--- config.mk ---
export PLATFORM = sky130hd
export DESIGN_NAME = alu_exec_unit
export DESIGN_NICKNAME = d
export VERILOG_FILES = /design/src/rtl/alu_exec_unit.sv
export SDC_FILE = /design/constraint.sdc
export NUM_CORES = 1
export LEC_CHECK = 0
export CAP_MARGIN = 25
export CORE_MARGIN = 2
export CORE_UTILIZATION = 55
export DETAILED_ROUTE_END_ITERATION = 7
export GPL_ROUTABILITY_DRIVEN = 0
export PLACE_DENSITY = 0.78
export SLEW_MARGIN = 20
export SYNTH_ARGS = -nofsm -noshare
export SYNTH_HDL_FRONTEND = slang
export SYNTH_SLANG_ARGS = --single-unit
--- constraint.sdc ---
create_clock -name clk -period 8.08 [get_ports clk]
set_input_delay 0.808 -clock clk [delete_from_list [all_inputs] [get_ports clk]]
set_output_delay 0.808 -clock clk [all_outputs]
set_load 0.05 [all_outputs]
--- src/rtl/alu_exec_unit.sv ---
// Registered ALU with a handshake interface. Shifts run one bit per cycle;
// all other operations complete at the accept edge.
module alu_exec_unit #(
    parameter int DATA_WIDTH  = 32,
    parameter int SHAMT_WIDTH = 5
) (
    input  logic                  clk,
    input  logic                  reset,
    input  logic                  in_valid,
    output logic                  in_ready,
    input  logic [3:0]            Operation,
    input  logic [DATA_WIDTH-1:0] SrcA,
    input  logic [DATA_WIDTH-1:0] SrcB,
    output logic                  out_valid,
    input  logic                  out_ready,
    output logic [DATA_WIDTH-1:0] ALUResult,
    output logic                  Zero
);

    localparam logic [3:0] OP_AND  = 4'b0000;
    localparam logic [3:0] OP_SUB  = 4'b0001;
    localparam logic [3:0] OP_ADD  = 4'b0010;
    localparam logic [3:0] OP_OR   = 4'b0011;
    localparam logic [3:0] OP_XOR  = 4'b0100;
    localparam logic [3:0] OP_SLL  = 4'b0101;
    localparam logic [3:0] OP_SRL  = 4'b0110;
    localparam logic [3:0] OP_SRA  = 4'b0111;
    localparam logic [3:0] OP_EQ   = 4'b1000;
    localparam logic [3:0] OP_SLT  = 4'b1001;
    localparam logic [3:0] OP_SLTU = 4'b1010;

    typedef enum logic [1:0] {IDLE, SHIFT, DONE} state_t;

    state_t                  r_state;
    state_t                  w_state_next;
    logic [3:0]              r_op;
    logic [SHAMT_WIDTH-1:0]  r_cnt;
    logic [DATA_WIDTH-1:0]   r_work;

    logic [SHAMT_WIDTH-1:0]  w_shamt;
    logic                    w_start_shift;
    logic                    w_last_shift;
    logic [DATA_WIDTH-1:0]   w_comb_result;
    logic [DATA_WIDTH-1:0]   w_shift_step;

    assign w_shamt       = SrcB[SHAMT_WIDTH-1:0];
    assign w_start_shift = (Operation inside {OP_SLL, OP_SRL, OP_SRA}) && (w_shamt != '0);
    assign w_last_shift  = (r_cnt == SHAMT_WIDTH'(1));

    // Shift ops reach here only with a zero shift amount, so they pass SrcA through.
    always_comb begin
        w_comb_result = '0;
        case (Operation)
            OP_AND:  w_comb_result = SrcA & SrcB;
            OP_SUB:  w_comb_result = SrcA - SrcB;
            OP_ADD:  w_comb_result = SrcA + SrcB;
            OP_OR:   w_comb_result = SrcA | SrcB;
            OP_XOR:  w_comb_result = SrcA ^ SrcB;
            OP_SLL, OP_SRL, OP_SRA: w_comb_result = SrcA;
            OP_EQ:   w_comb_result = {{(DATA_WIDTH-1){1'b0}}, (SrcA == SrcB)};
            OP_SLT:  w_comb_result = {{(DATA_WIDTH-1){1'b0}}, ($signed(SrcA) < $signed(SrcB))};
            OP_SLTU: w_comb_result = {{(DATA_WIDTH-1){1'b0}}, (SrcA < SrcB)};
            default: w_comb_result = '0;
        endcase
    end

    always_comb begin
        w_shift_step = r_work;
        case (r_op)
            OP_SLL:  w_shift_step = {r_work[DATA_WIDTH-2:0], 1'b0};
            OP_SRL:  w_shift_step = {1'b0, r_work[DATA_WIDTH-1:1]};
            OP_SRA:  w_shift_step = {r_work[DATA_WIDTH-1], r_work[DATA_WIDTH-1:1]};
            default: w_shift_step = r_work;
        endcase
    end

    always_ff @(posedge clk or negedge reset) begin
        if (!reset) begin
            r_state <= IDLE;
        end else begin
            r_state <= w_state_next;
        end
    end

    always_comb begin
        w_state_next = r_state;
        in_ready     = 1'b0;
        out_valid    = 1'b0;
        case (r_state)
            IDLE: begin
                in_ready = 1'b1;
                if (in_valid) begin
                    w_state_next = w_start_shift ? SHIFT : DONE;
                end
            end
            SHIFT: begin
                if (w_last_shift) begin
                    w_state_next = DONE;
                end
            end
            DONE: begin
                out_valid = 1'b1;
                if (out_ready) begin
                    w_state_next = IDLE;
                end
            end
            default: w_state_next = IDLE;
        endcase
    end

    // Result registers only change at an accept edge or the final shift edge.
    always_ff @(posedge clk or negedge reset) begin
        if (!reset) begin
            r_op      <= '0;
            r_cnt     <= '0;
            r_work    <= '0;
            ALUResult <= '0;
            Zero      <= 1'b1;
        end else begin
            case (r_state)
                IDLE: begin
                    if (in_valid) begin
                        r_op <= Operation;
                        if (w_start_shift) begin
                            r_work <= SrcA;
                            r_cnt  <= w_shamt;
                        end else begin
                            ALUResult <= w_comb_result;
                            Zero      <= (w_comb_result == '0);
                        end
                    end
                end
                SHIFT: begin
                    r_work <= w_shift_step;
                    r_cnt  <= r_cnt - SHAMT_WIDTH'(1);
                    if (w_last_shift) begin
                        ALUResult <= w_shift_step;
                        Zero      <= (w_shift_step == '0);
                    end
                end
                default: ;
            endcase
        end
    end

endmodule

==> qor.csv <==
metric,value,unit
status,"complete, but fails checks",
failing checks,DRC,
post-CTS sizing,0,
largest net degree at the start of global routing,80,
Top delay family on crit path,compound AO/OA/AOI/OAI gates,
Final ANT Viol Nets,0,
period utilisation layout,0.6542,
DRT Wirelength,37.14,mm
1st-iter DRT viols,1927,
nets@finish,1672,
antenna cell count,0,
syn nets,1646,
multi-input logic area,7696,um^2
min Tclk post-route,5286,ps
total gr overflow,0,
final setup fails,0,
Max transition margin,0.2806,
MaxCap Viol Count,0,
post-synth design cell area,10350,um^2
Yosys cell types,85,
Crit Path Class,primary input to register,
Hold WS,338.7,ps
initial antenna violation count,0,
post-synthesis sequential area ratio,0.1838,
Filler cells,1683,
Root Driver,clkbuf_16,
Post-Syn Instances,1474,
via/cell ratio,6.964,
core area,18580,um^2
HP Class,primary input to async pin,
Clock Latency Late Sink,350,ps
global-route wire length before repair,58.38,mm
Least-Margin Pin Slew,1076,ps
largest buffer count on any clock path,2,
utilization after layout,0.6339,
htree depth,3,
leakage dissipation,5.049,nW
area delta synth->final,13.74,%
initial core utilization,0.5573,
TritonCTS clock tree,yes,
dpl hpwl,27.43,mm
stages on the worst setup path,14,
drt wl/cell,21.36,um
layout cells sized above 1,0.05449,
# IOs,107,
port bufs,106,
drt drc,2,
Hold Fails Final Rpt,0,
CP bufs+invs,2,
crit path DAT,5550,ps
First-pass DRT Iterations,8,
Critical Path Start Type,primary input,
die area,19940,um^2
crit-path cells,clkdlybuf4s50_1 -> inv_1 -> fa_1 -> or2_2 -> a2111o_1 -> a21oi_1 -> o31ai_2 -> o311ai_0 -> a21oi_1 -> nor3_1 -> nand4_1 -> nor3_1 -> nand4_1 -> o31ai_2,
total CTS buffers,9,
FMAX,189.2,MHz
Clock Pin Slew Worst Setup and Hold Paths,60,ps
Slew Limit Fails,0,
"Async S/R FF share, synth",1.000,
Critical Path RT,8340,ps
CP Capture Type,register,
hold_buf cts,0,
setup_tns,0,ps
Power Density,245.8,nW/um^2
Vias,12110,
Post-CTS Setup Inserts,0,
die width,141.2,um
CP max-delay cell,o311ai_0,
number of enable flip-flop cells after synthesis,0,
reg2reg start,r_state[1],
row count,50,
CP max stage delay,840,ps
FF-to-FF End,Zero,
Reg2Reg Depth,11,
PnR Total Power,2.895,mW
Max IR drop VDD,0.1500,mV
R2R setup slack,4030,ps
#FFs+latches synth,76,
top_reg_cell synth,dfrtp_1,
vias in the first global route,10950,
critical path peak fanout,5,
syn_area_per_cell,7.025,um^2
RSZ-0062 raised after global routing,no,
Setup Skew,5.884,ps
register area,1903,um^2
die height,141.2,um
TritonCTS Sinks,76,
yosys warns,0,
GRT Total Usage,0.3656,
flip-flops by register name, indices dropped and copies added, names as in the netlist:
register   flops
r_state        2
r_op           4
Zero           1
r_cnt          5
r_work        32
ALUResult     32
kinds of logic after synthesis:
family / Yosys count / synth area share
AO/OA/AOI/OAI: 549 / 0.3539
AND/OR/NAND/NOR: 529 / 0.2488
buffers and inverters: 204 / 0.07516
adder cells (fa/ha/maj): 100 / 0.1223
flip-flops: 76 / 0.1838
multiplexers: 15 / 0.01522
XOR/XNOR: 1 / 0.0008460
where the power goes:
part / total [mW] / switching (mW) / internal [mW]
clock network: 0.437 / 0.159 / 0.277
logic: 1.74 / 1.13 / 0.611
registers: 0.719 / 0.169 / 0.550
worst max path at each step:
| stage | to | from |
|---|---|---|
| after floorplan | Zero | SrcA[0] |
| after global placement | Zero | SrcA[1] |
| after detailed placement | Zero | SrcA[1] |
| after CTS | Zero | SrcA[1] |
| after global routing | Zero | SrcA[1] |
| final | Zero | SrcA[1] |
metrics by stage:
| stage | area (um^2) | cells | worst slack (ps) |
|---|---|---|---|
| finish | 11780 | 1739 | 2794 |
| global route | 11780 | 1739 | 2555 |
| CTS | 11730 | 1737 | 3031 |
| detailed placement | 11410 | 1721 | 2682 |
| global placement | 11410 | 1721 | 2644 |
| floorplan | 10350 | 1474 | 4116 |
cell type report:
class / count / share of cell area
clock buffer: 11 / 0.02061
tap: 234 / 0.02486
clock inverter: 5 / 0.006374
inverter: 99 / 0.03155
timing repair buffer: 120 / 0.1016
sequential: 76 / 0.1616
multi-input combinational: 1194 / 0.6535
cell usage after synthesis (all sizes together) (6+ instances only):
cell | instances | area (um^2)
a2111oi | 10 | 120.1
a211o | 7 | 61.31
a211oi | 24 | 180.2
a21o | 30 | 225.2
a21oi | 153 | 769.5
a221oi | 42 | 374.1
a22oi | 13 | 97.59
a2bb2oi | 8 | 70.07
a31oi | 24 | 150.1
and2 | 10 | 62.56
and3 | 11 | 68.82
buf | 17 | 76.32
clkbuf | 88 | 330.3
dfrtp | 75 | 1877
ha | 98 | 1226
inv | 99 | 371.6
mux2 | 6 | 67.56
mux2i | 9 | 90.09
nand2 | 135 | 506.7
nand2b | 43 | 269.0
nand3 | 51 | 255.2
nand4 | 21 | 137.6
nor2 | 142 | 535.5
nor2b | 23 | 143.9
nor3 | 36 | 185.2
nor4 | 18 | 112.6
o211ai | 17 | 132.6
o21a | 15 | 112.6
o21ai | 111 | 555.5
o21bai | 9 | 67.56
o22ai | 12 | 75.07
o31ai | 18 | 145.1
or2 | 11 | 68.82
per-layer routing:
metal | wire [um] | GRT usage | part of all wire | vias to the layer above
met3 | 4925 | 0.09749 | 0.13 | 177
li1 | - | - | - | 5462
met2 | 15900 | 0.5401 | 0.43 | 908
met5 | 0 | 0 | 0 | -
met1 | 14600 | 0.5029 | 0.39 | 5563
met4 | 1709 | 0.1568 | 0.046 | 0
layout by cell type (no fill, tap or decap), types with 13 or more instances in the layout:
master and n:
a221oi_1 41, inv_1 98, nand3_1 51, ha_1 98, o31ai_1 16, nand2b_1 41
nor2b_1 21, nor4_1 18, a31oi_1 24, a21o_1 30, nand4_1 20, a211oi_1 24
a22oi_1 13, buf_4 13, o21a_1 15, clkdlybuf4s50_1 105, o21ai_0 109, dfrtp_1 75
nor2_1 141, nand2_1 135, a21oi_1 152, o211ai_1 16, nor3_1 34
(Power assumes the default switching activity.)
